==> src/rtl/async_fifo_pkg.sv <==
// Shared definitions for the async FIFO read side: buffer FSM encoding,
// output buffer depth and the even-parity function used by the write side.
package async_fifo_pkg;

    localparam logic [1:0] ST_EMPTY = 2'd0;
    localparam logic [1:0] ST_ONE   = 2'd1;
    localparam logic [1:0] ST_TWO   = 2'd2;

    localparam int BUF_DEPTH_C = 2;

    // Even parity bit: makes the total count of ones (data + bit) even.
    // Zero-extension to 64 bits leaves the result unchanged.
    function automatic logic even_parity(input logic [63:0] d);
        return ^d;
    endfunction

endpackage

==> src/rtl/rd_skid_buffer.sv <==
// Two-entry head/tail output buffer with occupancy FSM (EMPTY/ONE/TWO).
// Ports: clk, rst (sync, active-high), push/push_data in, pop in,
//        head (oldest word), occupancy (0..2).
module rd_skid_buffer
    import async_fifo_pkg::*;
#(
    parameter int WIDTH = 8
) (
    input  logic             clk,
    input  logic             rst,
    input  logic             push,
    input  logic [WIDTH-1:0] push_data,
    input  logic             pop,
    output logic [WIDTH-1:0] head,
    output logic [1:0]       occupancy
);

    logic [1:0]       state;
    logic [WIDTH-1:0] tail;

    always_ff @(posedge clk) begin
        if (rst) begin
            state <= ST_EMPTY;
            head  <= '0;
            tail  <= '0;
        end else begin
            unique case (state)
                ST_EMPTY: begin
                    if (push) begin
                        head  <= push_data;
                        state <= ST_ONE;
                    end
                end
                ST_ONE: begin
                    if (push && !pop) begin
                        tail  <= push_data;
                        state <= ST_TWO;
                    end else if (pop && !push) begin
                        state <= ST_EMPTY;
                    end else if (push && pop) begin
                        head  <= push_data;
                    end
                end
                ST_TWO: begin
                    if (pop) begin
                        head  <= tail;
                        state <= ST_ONE;
                        // Read issue logic never lets this happen;
                        // keep ordering intact if it ever does.
                        if (push) begin
                            tail  <= push_data;
                            state <= ST_TWO;
                        end
                    end
                end
                default: state <= ST_EMPTY;
            endcase
        end
    end

    always_ff @(posedge clk) begin
        if (!rst) begin
            assert (!(state == ST_TWO && push && !pop))
                else $error("skid buffer overflow");
        end
    end

    assign occupancy = state;

endmodule

==> src/rtl/fifo_read_stream_adapter.sv <==
// Async FIFO read port -> registered valid/ready stream, 1 word/cycle.
// Ports: rclk, rrst (sync, active-high), fifo_empty/fifo_ren/fifo_rdata
//        to the FIFO, m_valid/m_ready/m_data/m_perr to the sink, occupancy.
// Build option: FIFO_RD_PARITY_EN adds an even-parity MSB on fifo_rdata
// and drives m_perr; otherwise m_perr is tied to 0.
module fifo_read_stream_adapter
    import async_fifo_pkg::*;
#(
    parameter int DATA_WIDTH = 8,
    parameter int BUF_DEPTH  = 2
) (
    input  logic                  rclk,
    input  logic                  rrst,
    input  logic                  fifo_empty,
    output logic                  fifo_ren,
`ifdef FIFO_RD_PARITY_EN
    input  logic [DATA_WIDTH:0]   fifo_rdata,
`else
    input  logic [DATA_WIDTH-1:0] fifo_rdata,
`endif
    output logic                  m_valid,
    input  logic                  m_ready,
    output logic [DATA_WIDTH-1:0] m_data,
    output logic                  m_perr,
    output logic [1:0]            occupancy
);

    if (BUF_DEPTH != BUF_DEPTH_C) begin : g_depth_chk
        $error("BUF_DEPTH must be 2");
    end

    logic       inflight;
    logic       pop;
    logic [2:0] occ_sum;

    assign pop     = m_valid && m_ready;
    assign occ_sum = {1'b0, occupancy} + {2'b0, inflight};

    // Issue when a slot is free counting the word already in flight, or
    // when the buffer is full but its head leaves this cycle (m_ready path).
    assign fifo_ren = !rrst && !fifo_empty &&
                      ((occ_sum < 3'(BUF_DEPTH_C)) ||
                       (occ_sum == 3'(BUF_DEPTH_C) && pop));

    always_ff @(posedge rclk) begin
        if (rrst) inflight <= 1'b0;
        else      inflight <= fifo_ren;
    end

`ifdef FIFO_RD_PARITY_EN
    logic [DATA_WIDTH:0] push_word;
    logic [DATA_WIDTH:0] head;

    // Stored MSB becomes the error flag instead of the raw parity bit.
    assign push_word = {
        fifo_rdata[DATA_WIDTH] ^
            even_parity(64'(fifo_rdata[DATA_WIDTH-1:0])),
        fifo_rdata[DATA_WIDTH-1:0]
    };

    rd_skid_buffer #(.WIDTH(DATA_WIDTH + 1)) u_buf (
        .clk       (rclk),
        .rst       (rrst),
        .push      (inflight),
        .push_data (push_word),
        .pop       (pop),
        .head      (head),
        .occupancy (occupancy)
    );

    assign m_data = head[DATA_WIDTH-1:0];
    assign m_perr = head[DATA_WIDTH];
`else
    rd_skid_buffer #(.WIDTH(DATA_WIDTH)) u_buf (
        .clk       (rclk),
        .rst       (rrst),
        .push      (inflight),
        .push_data (fifo_rdata),
        .pop       (pop),
        .head      (m_data),
        .occupancy (occupancy)
    );

    assign m_perr = 1'b0;
`endif

    assign m_valid = (occupancy != 2'd0);

endmodule

==> config.mk <==
export PLATFORM = sky130hd
export DESIGN_NAME = fifo_read_stream_adapter
export DESIGN_NICKNAME = d
export VERILOG_FILES = /design/src/rtl/async_fifo_pkg.sv /design/src/rtl/rd_skid_buffer.sv /design/src/rtl/fifo_read_stream_adapter.sv
export SDC_FILE = /design/constraint.sdc
export NUM_CORES = 1
export LEC_CHECK = 0
export CAP_MARGIN = 20
export CORE_MARGIN = 2
export CORE_UTILIZATION = 57
export CTS_CLUSTER_DIAMETER = 80
export DETAILED_ROUTE_END_ITERATION = 10
export DONT_BUFFER_PORTS = 1
export PLACE_DENSITY = 0.81
export SLEW_MARGIN = 10
export SYNTH_ARGS = -nofsm -noshare
export SYNTH_HDL_FRONTEND = slang
export SYNTH_SLANG_ARGS = --single-unit
==> constraint.sdc <==
create_clock -name rclk -period 1.6 [get_ports rclk]
set_input_delay 0.16 -clock rclk [delete_from_list [all_inputs] [get_ports rclk]]
set_output_delay 0.16 -clock rclk [all_outputs]
set_load 0.005 [all_outputs]
==> flow_summary_export.csv <==
group,metric,value,unit
worst_setup_path,end_kind,"output port",
sta,min_period_over_period,1.01,
sta,max_freq,616,MHz
worst_setup_path,start_kind,"flip-flop",
clocking,cts.path.max_buffers,2,
worst_setup_path,cp.arrival,1.46,ns
sta,rsz0062_at_grt,"true",
floorplanning,dieArea,2170,um^2
clocking,numClockSinks,19,
layout,diodes,0,
synthesis,synthFlopType,"dfxtp_1",
layout,layout-area-overhead-vs-synth,14.9,%
detailed_routing,drtIter0Drc,7,
sta,final-max-slew-violation-count,0,
global_route,grt_pass1_vias,729,
floorplanning,die_width,46.6,um
detailed_routing,drtPass1Iterations,3,
detailed_routing,drt-total-wl,2200,um
sta,hold_viol_final,0,
sta,timing.final.ws_setup,-0.0221,ns
detailed_routing,drc,0,
detailed_routing,viasPerCell,5.76,
synthesis,seq_area_frac_synth,0.368,
sta,setup_viol,1,
floorplanning,core.rowCount,15,
detailed_routing,num_vias,777,
sta,finClkSkew,0.000991,ns
synthesis,synth-seq-cells,19,
synthesis,syn-num-nets,119,
synthesis,ys_types,28,
synthesis,yosys.area_share.simple,0.186,
floorplanning,die_h,46.6,um
synthesis,async_flop_share,0,
floorplanning,num_io_pins,25,
floorplanning,start_util,0.605,
outcome,status,"finished, violations left",
synthesis,syn_avg_cell_area,9.94,um^2
synthesis,netlist_area,1030,um^2
synthesis,yosys-top-cells-count,"dfxtp_1, a211oi_1, mux2i_1, nand2b_1, buf_6",
worst_setup_path,worst_path_largest_cell_delay,0.40,ns
clocking,cts_tree,"done",
clocking,clkTransAtPathRegs,0.10,ns
synthesis,yosysTopAreaCellShare,0.368,
placed_design,gp_congestion,0.709,
worst_setup_path,crit_slowest_cell,"dfxtp_4",
layout,final_cells,135,
layout,final_core_util,0.695,
clocking,cts_inserted_buffers,3,
synthesis,yosys.area.top_type,"dfxtp_1",
pwr,powerDensity,749,nW/um^2
synthesis,synthAdderAreaFrac,0.0363,
pwr,max-vdd-ir-drop,0.656,mV
outcome,violations,"negative setup slack",
synthesis,synth_compound_area_frac,0.173,
layout,fin_nets,126,
global_route,antenna_found_initial,0,
hold_path,holdCritPathClass,"in2reg",
global_route,grt_usage,0.223,
synthesis,synth-edff-count,0,
synthesis,synth_area_leaders,"dfxtp_1, mux2i_1, a211oi_1, nand2b_1, buf_6",
global_route,grt_pass1_wl,3350,um
clocking,root_buffer,"clkbuf_4",
worst_setup_path,crit_required,1.44,ns
detailed_routing,antenna_left,0,
synthesis,synth-xor-area-share,0,
global_route,grt_max_degree,19,
pwr,leakage,0.000468,uW
synthesis,synthCells,104,
clocking,htree_levels,1,
synthesis,muxShareOfSynthArea,0.155,
placed_design,place_inst,122,
job,max-cap-violations,0,
synthesis,synth_top_family_by_area,"simple AND/OR/NAND/NOR gates",
detailed_routing,post_drt_wl_per_cell,16.3,um
layout,drive_above_1_share,0.200,
sta,fin_crit,1.62,ns
sta,setup_tns,-0.0221,ns
placed_design,port_buffers,0,
placed_design,dpl.hpwl,1390,um
clocking,clock_latency,0.30,ns
floorplanning,core-area,1710,um^2
worst_setup_path,crit_path_max_fanout,7,
worst_setup_path,crit_chain,"ha_4 > inv_2 > ha_4 > a41oi_4 > nor3_2",
worst_setup_path,crit_type,"reg2out",
synthesis,ys_warn_count,0,
global_route,grt-ovfl-total,0,
synthesis,yosysMostFrequentCell,"dfxtp_1",
worst_setup_path,cpMostUsedCell,"ha_4",
worst paths after layout:
kind | endpoint | cells past startpoint | from | slack [ns]
max | fifo_ren | 5 | u_buf.occupancy[0]$_SDFFE_PP0P_ | -0.02
min reg2reg | u_buf.tail[6]$_SDFFE_PP0P_ | 2 | u_buf.tail[6]$_SDFFE_PP0P_ | 0.48
max reg2reg | u_buf.head[3]$_SDFFE_PP0P_ | 4 | u_buf.occupancy[0]$_SDFFE_PP0P_ | 0.10
min | u_buf.tail[4]$_SDFFE_PP0P_ | 2 | fifo_rdata[4] | 0.005
cell usage in the layout, fill, tap and decap left out, types with 2 or more instances in the layout:
cell type / count
nand2b_1: 16
clkbuf_4: 3
dfxtp_4: 3
dfxtp_1: 16
dlygate4sd3_1: 4
or2b_4: 2
a211oi_1: 16
ha_4: 2
nor3b_1: 2
buf_4: 5
inv_1: 2
and3b_1: 2
mux2i_1: 16
routing by layer:
layer  wire length, um  vias up  share of wire  track usage
met5                 0        -              0            0
met4                45        0          0.020       0.0857
met3               104        7          0.047       0.0784
met2              1060       20           0.48        0.353
met1               992      369           0.45        0.275
li1                  -      381              -            -
stage by stage:
| step | total power (uW) | hold slack (ns) | instance area (um^2) | worst slack (ns) |
|---|---|---|---|---|
| global route | 932 | 0.00146 | 1190 | -0.0739 |
| floorplan | 619 | 0.237 | 1030 | 0.263 |
| finish | 889 | 0.00480 | 1190 | -0.0221 |
| global placement | 617 | 0.236 | 1010 | 0.191 |
| detailed placement | 624 | 0.237 | 1010 | 0.134 |
| CTS | 881 | 0.00368 | 1130 | -0.0297 |
worst max-delay path, delay by kind of cell (launching register included):
kind | cells | cell delay [ns]
compound gates | 1 | 0.12
fa+ha+maj | 2 | 0.41
flops | 1 | 0.40
simple gates | 1 | 0.18
buf+inv | 1 | 0.05
kinds of logic (layout without fill, tap and decap cells):
family | Yosys count | count (layout)
AND/OR/NAND/NOR | 30 | 31
AO/OA/AOI/OAI | 23 | 23
flip-flops | 19 | 19
multiplexers | 16 | 16
buffers and inverters | 12 | 17
adder cells (fa/ha/maj) | 3 | 3
other | 1 | 1
timing repair:
| action | 4_1_cts | 5_1_grt |
|---|---|---|
| cloned | 1 | 0 |
| hold buffers | 2 | 2 |
| hold endpoints to repair | 11 | 2 |
| endpoints found under the setup margin | 1 | 1 |
| resized for setup | 12 | 6 |
| pin swaps | 5 | 5 |
| setup buffers | 3 | 1 |
final cells by class:
class                           instances  area (um^2)
Sequential cell                        19          392
Tap cell                               25         31.3
Inverter                                3         11.3
Clock buffer                            4         26.3
Fill cell                             130          520
Timing Repair Buffer                   10         86.3
Multi-Input combinational cell         74          641
flip-flops by register name, summed over array words and instances, names as in the netlist:
signal,flops
u_buf.head,8
u_buf.tail,8
u_buf.occupancy,2
inflight,1
report_power, final:
group          total (uW)  leakage, uW  switching (uW)  internal (uW)
registers             514     0.000157            20.9            493
logic                 135     0.000296            63.2           72.1
clock network         239    0.0000150             142           97.3
(Power assumes the default switching activity.)
